[config.mk]
export PLATFORM = sky130hd
export DESIGN_NAME = exc_ctrl
export DESIGN_NICKNAME = d
export VERILOG_FILES = /design/src/rtl/exc_ctrl.sv
export SDC_FILE = /design/constraint.sdc
export NUM_CORES = 1
export LEC_CHECK = 0
export CAP_MARGIN = 10
export CELL_PAD_IN_SITES_DETAIL_PLACEMENT = 0
export CELL_PAD_IN_SITES_GLOBAL_PLACEMENT = 1
export CORE_ASPECT_RATIO = 1.75
export CORE_UTILIZATION = 17
export CTS_CLUSTER_DIAMETER = 150
export DETAILED_ROUTE_END_ITERATION = 10
export PLACE_DENSITY_LB_ADDON = 0.1
export REMOVE_ABC_BUFFERS = 1
export SLEW_MARGIN = 20
export SYNTH_ARGS = -nofsm -noshare
export SYNTH_HDL_FRONTEND = slang
export SYNTH_SLANG_ARGS = --single-unit
[constraint.sdc]
create_clock -name clk_i -period 2 [get_ports clk_i]
set_input_delay 0.2 -clock clk_i [delete_from_list [all_inputs] [get_ports clk_i]]
set_output_delay 0.2 -clock clk_i [all_outputs]
set_load 0.01 [all_outputs]
[src/rtl/exc_ctrl.sv]
// Exception/interrupt sequencer ahead of the CP0 register file: arbitrates sync exceptions
// and masked level interrupts, then issues the CP0 write strobes and fetch redirect.
module exc_ctrl #(
  parameter int unsigned N_IRQ     = 6,
  parameter logic [31:0] VECTOR_PC = 32'h0000_0180
) (
  input  logic             clk_i,
  input  logic             reset_i,
  input  logic [N_IRQ-1:0] irq_i,
  input  logic             exc_ri_i,
  input  logic             exc_ov_i,
  input  logic             exc_sys_i,
  input  logic             eret_i,
  input  logic [31:0]      status_i,
  input  logic [31:0]      epc_i,
  output logic             wcau_o,
  output logic             wepc_o,
  output logic             wsta_o,
  output logic             exc_o,
  output logic             inta_o,
  output logic [31:0]      cause_data_o,
  output logic             stall_req_o,
  output logic             redirect_o,
  output logic [31:0]      redirect_pc_o,
  output logic             busy_o
);

  typedef enum logic [2:0] {
    IDLE   = 3'd0,
    SAVE   = 3'd1,
    ENTER  = 3'd2,
    VECTOR = 3'd3,
    RET    = 3'd4,
    RETJ   = 3'd5
  } state_e;

  state_e           state_q;
  logic [N_IRQ-1:0] irq_q;
  logic [7:0]       ip_q;
  logic [4:0]       code_q;
  logic             wcau_q, wepc_q, wsta_q, exc_q, inta_q, stall_q, redirect_q;

  logic [7:0] ip_w;
  logic [4:0] code_w;
  logic       sync_w, async_w;
  logic       unused_status_w;

  always_comb begin
    ip_w              = '0;
    ip_w[N_IRQ-1:0]   = irq_q;
    sync_w            = exc_ri_i | exc_ov_i | exc_sys_i;
    async_w           = status_i[0] & (|(irq_q & status_i[8 +: N_IRQ]));
    if (exc_ri_i)       code_w = 5'd10;
    else if (exc_ov_i)  code_w = 5'd12;
    else if (exc_sys_i) code_w = 5'd8;
    else                code_w = 5'd0;
  end

  assign unused_status_w = ^{status_i[31:8+N_IRQ], status_i[7:1]};

  always_ff @(posedge clk_i) begin
    if (reset_i) begin
      state_q    <= IDLE;
      irq_q      <= '0;
      ip_q       <= '0;
      code_q     <= '0;
      wcau_q     <= 1'b0;
      wepc_q     <= 1'b0;
      wsta_q     <= 1'b0;
      exc_q      <= 1'b0;
      inta_q     <= 1'b0;
      stall_q    <= 1'b0;
      redirect_q <= 1'b0;
    end else begin
      irq_q      <= irq_i;
      wcau_q     <= 1'b0;
      wepc_q     <= 1'b0;
      wsta_q     <= 1'b0;
      exc_q      <= 1'b0;
      inta_q     <= 1'b0;
      redirect_q <= 1'b0;
      unique case (state_q)
        IDLE: begin
          stall_q <= 1'b0;
          // Inputs below a taken event are dropped, not queued.
          if (sync_w || async_w) begin
            state_q <= SAVE;
            ip_q    <= ip_w;
            code_q  <= code_w;
            wcau_q  <= 1'b1;
            wepc_q  <= 1'b1;
            inta_q  <= ~sync_w;
            stall_q <= 1'b1;
          end else if (eret_i) begin
            state_q <= RET;
            wsta_q  <= 1'b1;
            stall_q <= 1'b1;
          end
        end
        SAVE: begin
          state_q <= ENTER;
          wsta_q  <= 1'b1;
          exc_q   <= 1'b1;
          stall_q <= 1'b1;
        end
        ENTER: begin
          state_q    <= VECTOR;
          redirect_q <= 1'b1;
          stall_q    <= 1'b1;
        end
        RET: begin
          state_q    <= RETJ;
          redirect_q <= 1'b1;
          stall_q    <= 1'b1;
        end
        VECTOR, RETJ: begin
          state_q <= IDLE;
          stall_q <= 1'b0;
        end
        default: begin
          state_q <= IDLE;
          stall_q <= 1'b0;
        end
      endcase
    end
  end

  always_comb begin
    redirect_pc_o = '0;
    if (state_q == VECTOR)    redirect_pc_o = VECTOR_PC;
    else if (state_q == RETJ) redirect_pc_o = epc_i;
  end

  assign wcau_o       = wcau_q;
  assign wepc_o       = wepc_q;
  assign wsta_o       = wsta_q;
  assign exc_o        = exc_q;
  assign inta_o       = inta_q;
  assign stall_req_o  = stall_q;
  assign redirect_o   = redirect_q;
  assign busy_o       = (state_q != IDLE);
  assign cause_data_o = {16'b0, ip_q, 1'b0, code_q, 2'b0};

endmodule
# --- Word-level counts from Yosys, hierarchy flattened ---
# Cells that the tools add are included.
word_totals:
  regBits: 26
  wordCells: 48
  output_inout_bits: 72
op_classes:
  n_reduce_logical: 9
  n_eq_ne: 6
  bitwise_logic: 7
  n_mux: 16
op_table:
  columns: ["operator", "n"]
  rows:
  - ["$mux W32", 2]
  - ["$mux W4", 3]
  - ["$pmux W3 S4", 1]
  - ["$and A6 B6 Y6", 1]
  - ["$eq A3 B2 Y1 const B", 2]
  - ["$eq A3 B3 Y1 const B", 2]
  - ["$mux W1", 6]
  - ["$mux W3", 2]
  - ["$reduce_or A3 Y1", 2]
  - ["$reduce_or A6 Y1", 1]
  - ["$pmux W1 S2", 2]
  - ["$reduce_or A2 Y1", 2]
  - ["$eq A3 B1 Y1 const B", 1]
  - ["$logic_not A3 Y1", 1]
  - ["$ne A3 B3 Y1 const B", 1]
  - ["$not A1 Y1", 3]
  - ["$reduce_bool A3 Y1", 1]
  - ["$or A1 B1 Y1", 2]
  - ["$reduce_and A2 Y1", 1]
  - ["$and A1 B1 Y1", 1]
  - ["$logic_or A1 B1 Y1", 1]

# --- Longest topological paths before layout ---
logic_depth:
  depth_word: 6
  depth_mapped: 5
  depth_no_buf: 4

# --- Least setup slack after synthesis ---
# OpenSTA, ideal clock, no wires.
synth_path:
  path_type: "input port to flip-flop"
  from: "in exc_ri_i"
  to: "reg stall_q, in the netlist stall_req_o"
  setup_slack_ps: 494
  t_arrival_ps: 1385
  stages: 4
  setup_ps: 122
  path_cell_list: "or3_4 -> nor4_4 -> nor2_1 -> o311a_1"
synth_between:
  elab_chain_len: 5
synth_lines:
  columns: ["element", "line_no", "text"]
  rows:
  - ["start: declaration", "10", "input logic exc_ri_i,"]
  - ["$or A1 B1 Y1 (2 in series)", "51", "sync_w = exc_ri_i | exc_ov_i | exc_sys_i;"]
  - ["$logic_or A1 B1 Y1", "86", "if (sync_w || async_w) begin"]
  - ["$mux W1", "86", null]
  - ["$pmux W1 S2", "82", "unique case (state_q)"]
  - ["end signal: assignment", "84", "stall_q <= 1'b0;"]
  - ["end signal: assignment", "93", "stall_q <= 1'b1;"]
  - ["end signal: assignment", "97", "stall_q <= 1'b1;"]
  - ["end: declaration", "41", "logic wcau_q, wepc_q, wsta_q, exc_q, inta_q, stall_q, redirect_q;"]
# Every way passes these cells.
# A chain may end at the register's enable or synchronous reset.

# --- Final worst setup path ---
layout_path:
  from: "reg state_q[2]"
  to: "out redirect_pc_o[16]"
layout_between:
  elab_chain_len: 3
  word_cells_on_any_way: 4
layout_lines:
  columns: ["element", "line_no", "text"]
  rows:
  - ["start: declaration", "37", "state_e state_q;"]
  - ["start signal: assignment", "63", "state_q <= IDLE;"]
  - ["start signal: assignment", "87", "state_q <= SAVE;"]
  - ["start signal: assignment", "95", "state_q <= RET;"]
  - ["$eq A3 B3 Y1", "131", "else if (state_q == RETJ) redirect_pc_o = epc_i;"]
  - ["$mux W32", "131", null]
  - ["$mux W32 (*)", "130", "if (state_q == VECTOR) redirect_pc_o = VECTOR_PC;"]
  - ["end: declaration", "24", "output logic [31:0] redirect_pc_o,"]
# Every way passes the cells marked *; elsewhere a longest branch is shown, timed or not.

==> results.md <==
- Status: finished clean
- Netlist cell types: 27
- Sinks on Clock Net: 24
- Setup crit end kind: output port
- Final min period: 1.87 ns
- Vias per cell: about 4.0
- Residual DRC: 0
- Slew Viols, Final: 0
- Crit path required time: 1.80 ns
- N_diodes: 0
- Final setup vio count: 0
- I/O Buffers: 99
- MaxCap Viol Count: 0
- Share of cells above drive strength 1: 8.46%
- Power Dens Cells: about 810 nW/um2
- CTS root buffer: clkbuf_16
- DRT Pass-1 Iters: 4
- Num rows: 41
- Sw frac: 31.6%
- TNS Setup: 0 ns
- CTS tree: yes
- GRT Resource Usage Total: 9.94%
- Sequential share of power: slightly above 30%
- Grt total ovfl: 0
- Clock Path Buffers: 2
- Routed len/inst: about 12 um
- Hpwl dp: about 3.2 mm
- Synth Warn #: 0
- I/O pin total: between 100 and 150
- Nets: roughly 340
- First-pass GRT wire length: 6.18 mm
- Post-Syn Instances: about 160
- Filler cells: ~770
- Later-pin clock latency in the skew report: ~0.26 ns
- Worst Path Arrival: around 1.7 ns
- Clk pwr share: 23.7%
- Final Hold Vio Count: 0
- Mapped Area: roughly 1300 um2
- Vias in the first global route: roughly 1400
- Area grow syn2layout: 90.1%
- Syn Area/Cell: approximately 8.4 um2
- Lkg Pwr: roughly 0.0011 uW
- Die height: approximately 120 um
- H-tree Lvls: 1
- Full die area: between 8000 and 9000 um2
- Power Total: about 2000 uW
- Routed vias: 1369
- Worst Path Class, Setup: reg -> out
- Critical Path Fanout Max: 33
- Hold WC Path Type: reg -> reg
- Maximum clock frequency: 534 MHz
- Clock skew: around 0.0055 ns
- Core area: between 7000 and 8000 um2
- GPL Wtd Cong: about 0.69
- Combinational Power Share: 45.3%
- Pint: roughly 1400 uW
- Hold WS: roughly 0.46 ns
- Worst IR drop on VDD: 0.325 mV
- Post-synthesis sequential area ratio: 36.9%
- Psw: roughly 630 uW
- Commonest non-fill, non-tap cell in the layout: clkdlybuf4s50_1
- Largest net degree at the start of global routing: 34
- Multi-input logic area: roughly 690 um2
- DRT Wirelength: 4.04 mm
- Tcrit/Tclk final: between 90% and 100%
- FF+latch area: a little under 500 um2
- Initial antenna violation count: 0
- Die Wd: 68.2 um
- Buffer count from post-CTS setup fixing: 0
- Worst setup SP type: register
- 1st-iter DRT viols: 28
- Synthesized flop and latch total: 24
- Commonest non-fill, non-tap cells in the layout: clkdlybuf4s50_1 (97), and3_1 (30), dfxtp_1 (24)
- Utilization after layout: 33.8%
- Post-route ant nets: 0
- RSZ-0062 raised after global routing: false
- Initial Utilization: ~18%
- Num CTS Buffers: 3
- Reg clk slew, reported paths: ~0.060 ns
[path summary, 6_finish.rpt]
check	startpoint	end	slack (ns)	cells past startpoint
hold / removal	ip_q[2]$_SDFFE_PP0P_	ip_q[2]$_SDFFE_PP0P_	0.46	2
setup reg to reg	state_q[1]$_SDFFE_PP0P_	ip_q[0]$_SDFFE_PP0P_	0.44	6
hold reg to reg	ip_q[2]$_SDFFE_PP0P_	ip_q[2]$_SDFFE_PP0P_	0.46	2
setup / recovery	state_q[2]$_SDFFE_PP0P_	redirect_pc_o[16]	0.13	4
[worst max-delay path, stage by stage, from the launching register on]
cell             delay (ns)
dfxtp_1                0.32
nor2b_2                0.19
buf_12                 0.18
and3_1                 0.18
clkdlybuf4s50_1        0.54
[power by group through the flow]
stage / Sequential (uW) / Combinational (uW) / Clock (uW)
after floorplan: 717 / 292 / 0
after global placement: 631 / 931 / 0
after detailed placement: 631 / 924 / 0
after CTS: 623 / 927 / 500
after global routing: 637 / 1000 / 515
final: 621 / 907 / 476
[registers in the layout, summed over array words and instances (netlist names)]
name         flops
code_q           3
exc_o            1
inta_o           1
ip_q             6
irq_q            6
redirect_o       1
stall_req_o      1
state_q          3
wepc_o           1
wsta_o           1
[stage by stage]
| step | cell area [um2] | std cells | worst slack, ns |
|---|---|---|---|
| final | 2480 | 346 | 0.129 |
| after global routing | 2480 | 346 | 0.0160 |
| after CTS | 2470 | 346 | 0.00504 |
| after detailed placement | 2380 | 342 | 0.0240 |
| after global placement | 2380 | 342 | 0.0220 |
| after floorplan | 1170 | 144 | 0.152 |
[cells by family (layout without fill, tap and decap cells)]
logic type / after synthesis / count (layout) / synth area share, %
AND/OR/NAND/NOR: 70 / 70 / 31.2
multiplexers: 6 / 6 / 4.61
flip-flops: 24 / 24 / 36.9
AO/OA/AOI/OAI: 18 / 18 / 9.12
buffers and inverters: 36 / 118 / 17.3
other: 1 / 23 / 0.288
XOR/XNOR: 1 / 1 / 0.672
[layer usage]
metal	GRT usage [%]	vias up	wire [um]
li1	-	691	-
met1	11.1	584	1570
met2	17.2	90	1970
met3	3.49	4	467
met4	2.34	0	31
met5	0	-	0
[cell usage after synthesis]
| master | count | area (um2) |
|---|---|---|
| nand3b_1 | 1 | 7.51 |
| dfxtp_1 | 24 | 480 |
| clkbuf_1 | 10 | 37.5 |
| a22o_1 | 3 | 26.3 |
| o21ai_0 | 4 | 20.0 |
| o21a_1 | 3 | 22.5 |
| nor4_1 | 1 | 6.26 |
| buf_4 | 24 | 180 |
| and2_1 | 1 | 6.26 |
| o21ai_1 | 1 | 5.00 |
| nand2b_1 | 1 | 6.26 |
| nor4_4 | 1 | 21.3 |
| nor2b_1 | 8 | 50.1 |
| a21boi_0 | 2 | 15.0 |
| a21oi_1 | 4 | 20.0 |
| o311a_1 | 1 | 10.0 |
| or3_4 | 1 | 11.3 |
| nand2_1 | 16 | 60.1 |
| nor2_1 | 2 | 7.51 |
| inv_1 | 2 | 7.51 |
| and3_1 | 30 | 188 |
| nor3_1 | 6 | 30.0 |
| nor2_2 | 1 | 6.26 |
| conb_1 | 1 | 3.75 |
| mux2i_1 | 6 | 60.1 |
| or2_1 | 1 | 6.26 |
| xnor2_1 | 1 | 8.76 |
[cell type report]
class	count	area share, %
timing repair buffer	112	44.6
multi-input combinational	118	27.8
sequential	24	19.4
tap	86	4.34
clock buffer	4	3.58
inverter	2	0.303
[timing repair]
action,CTS,global route
hold buffers,0,0
gates resized for setup,1,3
endpoints found under the setup margin,2,3
(Power assumes the default switching activity.)
